`src/rtl/mem_bridge_pkg.sv`:
```
// Shared definitions for the memory bridge: access size encodings, the
// bridge FSM state type and the latched transaction record.
package mem_bridge_pkg;

    localparam logic [1:0] SIZE_BYTE = 2'b00;
    localparam logic [1:0] SIZE_HALF = 2'b01;
    localparam logic [1:0] SIZE_WORD = 2'b10;

    typedef enum logic [1:0] {
        ST_IDLE = 2'b00,
        ST_ADDR = 2'b01,
        ST_DATA = 2'b10,
        ST_DONE = 2'b11
    } mem_bridge_state_e;

    typedef struct packed {
        logic        sel_data;
        logic        we;
        logic        sign;
        logic [1:0]  size;
        logic [31:0] addr;
        logic [31:0] wdata;
    } mem_txn_t;

endpackage

```
`src/rtl/mem_bridge_lane_fmt.sv`:
```
// Byte-lane formatting: store lane replication with byte enables, and load
// lane extraction with sign/zero extension. Purely combinational.
module lane_fmt
    import mem_bridge_pkg::*;
(
    input  logic [1:0]  size,
    input  logic        sign,
    input  logic [1:0]  addr_lo,
    input  logic [31:0] wd,
    input  logic [31:0] rdata,
    output logic [3:0]  be,
    output logic [31:0] wdata,
    output logic [31:0] rdata_ext
);

    logic [31:0] shifted;

    always_comb begin
        shifted   = rdata >> {addr_lo, 3'b000};
        be        = 4'b1111;
        wdata     = wd;
        rdata_ext = rdata;
        case (size)
            SIZE_BYTE: begin
                be        = 4'b0001 << addr_lo;
                wdata     = {4{wd[7:0]}};
                // sign = 1 selects zero-extension (func3[2] semantics)
                rdata_ext = sign ? {24'b0, shifted[7:0]}
                                 : {{24{shifted[7]}}, shifted[7:0]};
            end
            SIZE_HALF: begin
                be        = addr_lo[1] ? 4'b1100 : 4'b0011;
                wdata     = {2{wd[15:0]}};
                rdata_ext = sign ? {16'b0, shifted[15:0]}
                                 : {{16{shifted[15]}}, shifted[15:0]};
            end
            default: begin
                be        = 4'b1111;
                wdata     = wd;
                rdata_ext = rdata;
            end
        endcase
    end

endmodule

```
`src/rtl/mem_bridge.sv`:
```
// Merges the instruction and data ports onto one request/grant/response
// memory bus, with lane formatting, per-port acks and a bus timeout.
module mem_bridge
    import mem_bridge_pkg::*;
#(
    parameter int TIMEOUT    = 255,
    parameter bit DATA_FIRST = 1'b1
) (
    input  logic        clk,
    input  logic        rst,
    input  logic        inst_read,
    input  logic [31:0] inst_addr,
    output logic [31:0] inst_data,
    output logic        inst_ack,
    input  logic        data_read,
    input  logic        data_write,
    input  logic        data_sign,
    input  logic [1:0]  data_size,
    input  logic [31:0] data_addr,
    input  logic [31:0] data_write_data,
    output logic [31:0] data_read_data,
    output logic        data_ack,
    output logic        bus_err,
    output logic        mem_req,
    output logic        mem_we,
    output logic [31:0] mem_addr,
    output logic [3:0]  mem_be,
    output logic [31:0] mem_wdata,
    input  logic        mem_gnt,
    input  logic        mem_rvalid,
    input  logic [31:0] mem_rdata
);

    localparam int            CW    = (TIMEOUT > 1) ? $clog2(TIMEOUT) : 1;
    localparam logic [CW-1:0] LIMIT = CW'((TIMEOUT > 0) ? TIMEOUT - 1 : 0);

    mem_bridge_state_e state_q, state_d;
    mem_txn_t          txn_q, txn_new;
    logic [CW-1:0]     cnt_q;
    logic              err_q, err_set;
    logic [31:0]       inst_data_q, data_rd_q;
    logic              inst_pend, data_pend, pick_data, active, expired;
    logic [3:0]        fmt_be;
    logic [31:0]       fmt_wdata, fmt_rdata;

    assign inst_pend = inst_read;
    assign data_pend = data_read | data_write;
    assign pick_data = data_pend && (DATA_FIRST || !inst_pend);
    assign active    = (state_q == ST_ADDR) || (state_q == ST_DATA);
    assign expired   = (TIMEOUT != 0) && active && (cnt_q == LIMIT);

    always_comb begin
        txn_new          = '0;
        txn_new.sel_data = pick_data;
        txn_new.we       = pick_data & data_write;
        txn_new.sign     = pick_data & data_sign;
        txn_new.size     = pick_data ? data_size : SIZE_WORD;
        txn_new.addr     = pick_data ? data_addr : inst_addr;
        txn_new.wdata    = pick_data ? data_write_data : 32'h0;
    end

    // Bus handshake: an address phase is accepted on a cycle where mem_req and
    // mem_gnt are both high; the response (read data or write completion) is
    // the single cycle mem_rvalid is high while in DATA. A handshake landing on
    // the expiry cycle wins over the timeout.
    always_comb begin
        state_d = state_q;
        err_set = 1'b0;
        case (state_q)
            ST_IDLE: if (inst_pend || data_pend) state_d = ST_ADDR;
            ST_ADDR: begin
                if (mem_gnt) begin
                    state_d = ST_DATA;
                end else if (expired) begin
                    state_d = ST_DONE;
                    err_set = 1'b1;
                end
            end
            ST_DATA: begin
                if (mem_rvalid) begin
                    state_d = ST_DONE;
                end else if (expired) begin
                    state_d = ST_DONE;
                    err_set = 1'b1;
                end
            end
            ST_DONE: state_d = ST_IDLE;
            default: state_d = ST_IDLE;
        endcase
    end

    always_ff @(posedge clk) begin
        if (rst) begin
            state_q     <= ST_IDLE;
            txn_q       <= '0;
            cnt_q       <= '0;
            err_q       <= 1'b0;
            inst_data_q <= 32'h0;
            data_rd_q   <= 32'h0;
        end else begin
            state_q <= state_d;
            if (state_q == ST_IDLE) begin
                cnt_q <= '0;
                err_q <= 1'b0;
                if (inst_pend || data_pend) txn_q <= txn_new;
            end else if (active) begin
                cnt_q <= cnt_q + 1'b1;
            end
            if (err_set) err_q <= 1'b1;
            if ((state_q == ST_DATA) && mem_rvalid && !txn_q.we) begin
                if (txn_q.sel_data) data_rd_q   <= fmt_rdata;
                else                inst_data_q <= fmt_rdata;
            end
        end
    end

    lane_fmt u_lane_fmt (
        .size      (txn_q.size),
        .sign      (txn_q.sign),
        .addr_lo   (txn_q.addr[1:0]),
        .wd        (txn_q.wdata),
        .rdata     (mem_rdata),
        .be        (fmt_be),
        .wdata     (fmt_wdata),
        .rdata_ext (fmt_rdata)
    );

    assign mem_req        = (state_q == ST_ADDR);
    assign mem_we         = mem_req & txn_q.we;
    assign mem_addr       = mem_req ? {txn_q.addr[31:2], 2'b00} : 32'h0;
    assign mem_be         = mem_req ? fmt_be : 4'b0000;
    assign mem_wdata      = mem_req ? fmt_wdata : 32'h0;
    assign inst_ack       = (state_q == ST_DONE) && !txn_q.sel_data;
    assign data_ack       = (state_q == ST_DONE) && txn_q.sel_data;
    assign bus_err        = (state_q == ST_DONE) && err_q;
    assign inst_data      = inst_data_q;
    assign data_read_data = data_rd_q;

endmodule

```
`config.mk`:
```
export PLATFORM = sky130hd
export DESIGN_NAME = mem_bridge
export DESIGN_NICKNAME = d
export VERILOG_FILES = /design/src/rtl/mem_bridge_pkg.sv /design/src/rtl/mem_bridge_lane_fmt.sv /design/src/rtl/mem_bridge.sv
export SDC_FILE = /design/constraint.sdc
export NUM_CORES = 1
export LEC_CHECK = 0
export CAP_MARGIN = 10
export CORE_MARGIN = 2
export CORE_UTILIZATION = 40
export DETAILED_ROUTE_END_ITERATION = 8
export HOLD_SLACK_MARGIN = 0.02
export PLACE_DENSITY = 0.77
export SLEW_MARGIN = 20
export SYNTH_ARGS = -nofsm -noshare
export SYNTH_HDL_FRONTEND = slang
export SYNTH_SLANG_ARGS = --single-unit
export TNS_END_PERCENT = 5
```
`constraint.sdc`:
```
create_clock -name clk -period 1.81 [get_ports clk]
set_input_delay 0.4525 -clock clk [delete_from_list [all_inputs] [get_ports clk]]
set_output_delay 0.4525 -clock clk [all_outputs]
set_load 0.02 [all_outputs]
```
---- Word-level counts from Yosys, hierarchy flattened ----
Index checks and enable logic that the tools add are counted.
W data, S select, Z words.
word-level totals
  logic and storage cells ................. 65
  output and inout bits ................... 137
  bits of input ports ..................... 138
  register bits after elaboration ......... 144
cells by class
  bitwise logic cells ..................... 5
  muxes and demuxes ....................... 23
  shift-type cells ........................ 2
  add/sub/neg operators ................... 1
  eq/ne operators ......................... 6
  reduce and logical (&&, ||, !) cells .... 17
operator list
  kind                   count
  $mux W32               6
  $pmux W32 S2           2
  $shr A32 B5 Y16        1
  $mux W2                5
  $add A8 B1 Y8 const B  1
  $eq A8 B8 Y1 const B   1
  $mux W4                2
  $pmux W2 S4            1
  $pmux W4 S2            1
  $logic_and A1 B1 Y1    6
  $reduce_and A2 Y1      3
  $mux W1                5
  $eq A2 B1 Y1 const B   2
  $eq A2 B2 Y1 const B   2
  $logic_not A2 Y1       2
  $shl A1 B2 Y4 const A  1
  $and A1 B1 Y1          3
  $logic_not A1 Y1       2
  $logic_or A1 B1 Y1     2
  $ne A2 B2 Y1 const B   1
  $pmux W1 S2            1
  $reduce_bool A2 Y1     1
  $reduce_or A2 Y1       1
  $not A1 Y1             1
  $or A1 B1 Y1           1

---- Depth between registers and ports, before layout ----
  depth in word-level cells ............... 7
  depth in mapped cells ................... 9
  depth with buffers taken out ............ 6

---- Hierarchy ----
A second synthesis with hierarchy kept.
second synthesis, totals
  cell total of the unflattened synthesis .. 905
  area total of the unflattened synthesis .. 7350.8 um2
modules (own cells, without submodules)
  module      area each (um2)  seq. area each (um2)  instances  cells each
  mem_bridge  6089.6           2882.8                1          706
  lane_fmt    1261.2           0.0                   1          199

---- Worst setup path before layout ----
OpenSTA, ideal clock, no wires.
  kind .................................... reg-to-output
  from .................................... reg txn_q[64] (netlist bit)
  to ...................................... out mem_wdata[11]
  cell stages (with the launch flop) ...... 7
  path buffers ............................ 3
  slack ................................... -0.213 ns
  data arrival time ....................... 1.570 ns
  cells stage by stage .................... dfxtp_1 > buf_2 > buf_2 > buf_4 > nor2_2 > nand2_1 > a21boi_0
on the way
  word-level cells in the longest chain between the ends .. 3
  elaborated cells between the ends (all ways) .. 4
ends and longest elaborated chain
  item                                                     RTL line                   RTL
  start: declaration                                       mem_bridge.sv:38           mem_txn_t txn_q, txn_new;
  start signal: assignment                                 mem_bridge.sv:105          if (inst_pend || data_pend) txn_q <= txn_new;
  $eq A2 B1 Y1 / $logic_not A2 Y1 (equally long branches)  mem_bridge_lane_fmt.sv:23  case (size)
  $pmux W32 S2 *                                           mem_bridge_lane_fmt.sv:23
  $mux W32 *                                               mem_bridge.sv:132          assign mem_wdata = mem_req ? fmt_wdata : 32'h0;
  end: declaration                                         mem_bridge.sv:28           output logic [31:0] mem_wdata,
Every way passes the cells marked *; elsewhere a longest branch is shown, timed or not.

---- Final worst setup path ----
  from .................................... reg txn_q[64] (netlist bit)
  to ...................................... out mem_wdata[14]
Same word-level chain as after synthesis.

==> reports/results.txt <==
The starting utilization of the core area is 0.404, and the portion of the clock cycle consumed by the worst path in the final layout is 1.13. The setup path with the least slack is of type reg -> out. The run gives 49 as the standard-cell row count. In this run the cell area of the synthesized design comes to 7190 um2. The initial antenna violation count is 1. The pin slew with the least headroom to its limit came out at 0.490 ns. The largest net degree at the start of global routing was 50. The run gives 144 as the clock sink count. The run finished, with violations left. The internal reg-to-reg setup slack is 0.01 ns, and the minimum period implied by the final worst setup slack is 2.05 ns. Data on the critical path is required at its endpoint by 1.36 ns.

In the routed design, unresolved DRC markers number 0. The logs give 0 for the total grt overflow and 0.282 for the sequential cell fraction of total power. The final count of negative-setup-slack endpoints came out at 71. 275 I/O pins were placed. The clock buffer count from CTS came out at 17. The post-synthesis async set-or-reset flop share works out to 0. The element type at the critical path end was a primary output.

The die is 138 um tall. Dividing the detail-routed via count by the number of cells gives 5.46. The tree is rooted in a sky130_fd_sc_hd__clkbuf_16. The biggest area contributor in the post-synthesis netlist is sky130_fd_sc_hd__dfxtp_1. The final hold slack was 0.423 ns.

The share of the synthesized area in the top cell type works out to 0.401. The signal on the critical path passes through buf_12 > nor2_4 > nand2_1 > a21boi_2 > buf_4. Before CTS, the worst setup slack after placement is -0.559 ns. The number of distinct standard cells referenced by the synthesized netlist is 54, and the synthesized-area fraction occupied by and/or/nand/nor cells is 0.240. The pre-antenna-repair detailed-routing pass consisted of 5 iterations. The deepest level of the CTS H-tree is 4. The switching power came out at 5.91 mW. Registers take 2890 um2. The area added between synthesis and finish is 59.1%. The checks that failed: setup timing. The worst slew margin relative to its limit was 0.671. Synthesis inferred 144 register bits. The finished layout holds 1407 standard cells, fillers aside. For this design, the CTS-stage hold fixing added 0 buffers. The net count of the finished layout is 1308.

The via count of the first global-routing pass came out at 7588. For this run, the leading register cell type out of synthesis is sky130_fd_sc_hd__dfxtp_1. Clock skew after layout: 0.0106 ns.

The synthesized area per cell is 8.25 um2. In this run the standard cell core region covers 17800 um2. Buffers placed on the I/O ports in this run total 272. Setup repair after global routing could not meet its margin everywhere.

The peak fanout along the critical path was 8. Summed over all nets, the half-perimeter wirelength after detailed placement is 18.3 mm. The mux contribution to synthesized area was 0.0359. By area, the combinational part of the netlist is dominated by compound AO/OA/AOI/OAI gates. The worst hold path belongs to the class in -> reg. TritonCTS built the clock tree.

In this run the horizontal extent of the chip is 138 um. The final hold violation count was 0; the total negative slack was -9.99 ns. In this run the power density over the cells is 1320 nW/um2.

The first routing iteration left 566 violations. Max-cap violations in this run came to 0. The sequential fraction of the synthesis area was 0.401; the compound-gate portion of the synthesized area was 0.247. STA classifies the critical path startpoint as a flop. For this block, the via count after detailed routing is 7688. Clock-pin slew was measured on the worst setup and hold paths at 0.06 ns. The logs give 0.232 for the clock group share of total power and 40.9 mm for the first-pass GRT wire length. Counting the fill cells in the layout gives 1514.

Among all stages on the critical path, the largest delay is contributed by sky130_fd_sc_hd__dfxtp_4. In the final layout, the multi-input gates occupy 4130 um2. Counting along the longest clock path gives a buffer depth of 2.

The final layout contains routed wiring with a total length of 25.7 mm. The fraction of synthesized cell area in xor and xnor cells was 0.00853. VDD sags by at most 985 uV. Placed instance area: 10600 um2.

The share of the core filled with cells was 0.643. The logs give 0.888 for the routability congestion estimate and 1.60 ns for the arrival time at the worst endpoint. The Yosys step of the flow raised 0 warnings. The fraction of layout instances using a drive strength above 1 was 0.241; the average wire length per cell after detail routing was 18.2 um.

The internal power contribution is 9.17 mW, and the overall power of the completed layout is 15.1 mW. Derived from the worst setup path, the maximum achievable clock frequency is 487 MHz. The logs give 0.265 for the total routing usage reported by global routing and 0 for the residual antenna-violating net count after detailed routing. Once placement completed, the tool counted placed cells totaling 1370. In the post-synthesis netlist, the biggest area contributors are sky130_fd_sc_hd__dfxtp_1 40%, sky130_fd_sc_hd__nor2_1 7.8%, sky130_fd_sc_hd__and2_1 4.3%, sky130_fd_sc_hd__o21ai_0 4.1%, sky130_fd_sc_hd__nand2_1 4.1%.

On the worst path, the slowest cell contributes a delay of 0.37 ns. The max-slew violation count was 0. The count of flip-flops with a built-in enable after synthesis is 0. The clock reaches the later pin of the worst-skew pair after 0.43 ns.

The die area was 19100 um2; the static power due to leakage was 4.55 nW. The area share of fa/ha/maj cells after synthesis came out at 0.0104. For the cell count after synthesis, the log shows 871. The run gives -0.243 ns as the least setup slack across all paths after layout.

The switching power as a share of total power is 0.392, and the logic gate share of total power is 0.486. The final cell area excluding filler cells is 11400 um2.
==> cell usage in the layout, fill, tap and decap left out, types with 9 or more instances in the layout <==
cell type                         synthesis  final
sky130_fd_sc_hd__nand2_1                 78     76
sky130_fd_sc_hd__buf_6                    2     52
sky130_fd_sc_hd__and2_4                   0     21
sky130_fd_sc_hd__o221ai_1                16     16
sky130_fd_sc_hd__dlygate4sd2_1            0     64
sky130_fd_sc_hd__a211oi_1                28     28
sky130_fd_sc_hd__nor2_1                 149    145
sky130_fd_sc_hd__o21ai_0                 59     53
sky130_fd_sc_hd__buf_4                    6     88
sky130_fd_sc_hd__nor2b_1                 19     14
sky130_fd_sc_hd__clkdlybuf4s50_1          0    135
sky130_fd_sc_hd__a21oi_1                 21     20
sky130_fd_sc_hd__mux2i_1                 23     18
sky130_fd_sc_hd__a211oi_2                20     20
sky130_fd_sc_hd__nand3b_1                26     26
sky130_fd_sc_hd__nor3_1                  10     10
sky130_fd_sc_hd__clkbuf_16                0     18
sky130_fd_sc_hd__and2_1                  49     28
sky130_fd_sc_hd__buf_12                   0     14
sky130_fd_sc_hd__o21ai_1                  3      9
sky130_fd_sc_hd__a311oi_1                33     33
sky130_fd_sc_hd__dfxtp_1                144    139
sky130_fd_sc_hd__a22oi_1                 34     34
==> power by group through the flow <==
stage                     registers (mW)  logic (mW)  clock network, mW
after global routing                4.31        7.90               3.68
after floorplan                     4.27        3.83                  0
after detailed placement            4.25        6.71                  0
after global placement              4.23        6.62                  0
final                               4.25        7.33               3.50
after CTS                           4.22        7.01               3.54
==> Yosys cell counts, types with 2 or more instances <==
| cell | number |
|---|---|
| sky130_fd_sc_hd__a21oi_1 | 21 |
| sky130_fd_sc_hd__nand4b_1 | 2 |
| sky130_fd_sc_hd__dfxtp_1 | 144 |
| sky130_fd_sc_hd__mux2i_1 | 23 |
| sky130_fd_sc_hd__a311oi_1 | 33 |
| sky130_fd_sc_hd__nor3_2 | 2 |
| sky130_fd_sc_hd__o21a_1 | 2 |
| sky130_fd_sc_hd__xnor2_1 | 2 |
| sky130_fd_sc_hd__a21boi_1 | 2 |
| sky130_fd_sc_hd__nand4_1 | 5 |
| sky130_fd_sc_hd__xor2_1 | 5 |
| sky130_fd_sc_hd__o22ai_1 | 7 |
| sky130_fd_sc_hd__a22oi_1 | 34 |
| sky130_fd_sc_hd__a211oi_1 | 28 |
| sky130_fd_sc_hd__buf_6 | 2 |
| sky130_fd_sc_hd__nor2b_1 | 19 |
| sky130_fd_sc_hd__inv_1 | 6 |
| sky130_fd_sc_hd__ha_1 | 6 |
| sky130_fd_sc_hd__nand2b_1 | 5 |
| sky130_fd_sc_hd__nor2_1 | 149 |
| sky130_fd_sc_hd__o21ai_1 | 3 |
| sky130_fd_sc_hd__o21ai_0 | 59 |
| sky130_fd_sc_hd__nand2_1 | 78 |
| sky130_fd_sc_hd__or3_1 | 2 |
| sky130_fd_sc_hd__a21boi_0 | 6 |
| sky130_fd_sc_hd__nand3_1 | 2 |
| sky130_fd_sc_hd__nor3_1 | 10 |
| sky130_fd_sc_hd__o221ai_1 | 16 |
| sky130_fd_sc_hd__clkbuf_1 | 52 |
| sky130_fd_sc_hd__and2_1 | 49 |
| sky130_fd_sc_hd__mux2i_2 | 2 |
| sky130_fd_sc_hd__a211oi_2 | 20 |
| sky130_fd_sc_hd__buf_2 | 20 |
| sky130_fd_sc_hd__nand3b_1 | 26 |
| sky130_fd_sc_hd__buf_1 | 5 |
| sky130_fd_sc_hd__buf_4 | 6 |
==> routing by layer <==
metal | GRT usage | vias to the layer above | share of wire | wire [um]
li1 | - | 3691 | - | -
met1 | 0.324 | 3606 | 0.41 | 10600
met2 | 0.448 | 344 | 0.48 | 12300
met3 | 0.0745 | 47 | 0.079 | 2030
met4 | 0.0972 | 0 | 0.028 | 710
met5 | 0 | - | 0 | 0
==> worst paths after layout <==
check	from	cells after the start	endpoint
setup / recovery	txn_q[64]	5	mem_wdata[14]
hold / removal	rst	2	txn_q[66]
setup reg to reg	txn_q[33]	6	inst_data[9]
hold reg to reg	data_read_data[7]	2	data_read_data[7]
==> logic make-up (layout without fill, tap and decap cells) <==
group,count (synthesis),after routing
adders and majority gates,6,6
DFF,144,144
AOI/OAI and AO/OA,239,239
buffers and inverters,92,397
xor gates and xnor gates,7,7
other,1,3
and+or+nand+nor,357,357
muxes,25,25
==> critical path: cells and delay by family (launching register included) <==
kind,cells,cell delay [ns]
buffers and inverters,2,0.31
AO/OA/AOI/OAI,1,0.16
AND/OR/NAND/NOR,2,0.33
flip-flops,1,0.37
==> flip-flops by register name (all words and copies together) (netlist names) <==
signal          count
state_q             2
err_q               1
data_read_data     32
cnt_q               8
txn_q              69
inst_data          32
==> final cells by class <==
class | instances | area share
multi-input cells | 636 | 0.361
clock inverters | 14 | 0.0125
diodes | 1 | 0.000219
clock buffers | 18 | 0.0384
inverters | 7 | 0.00252
well taps | 229 | 0.0250
flip-flops and latches | 144 | 0.253
repair buffers | 358 | 0.308
==> what timing repair did <==
action                     4_1_cts  5_1_grt
pin swaps                       10       21
resized for setup              496       57
gates cloned                     1        1
setup endpoints to repair      175      152
buffers inserted                 0        3
(Power assumes the default switching activity.)
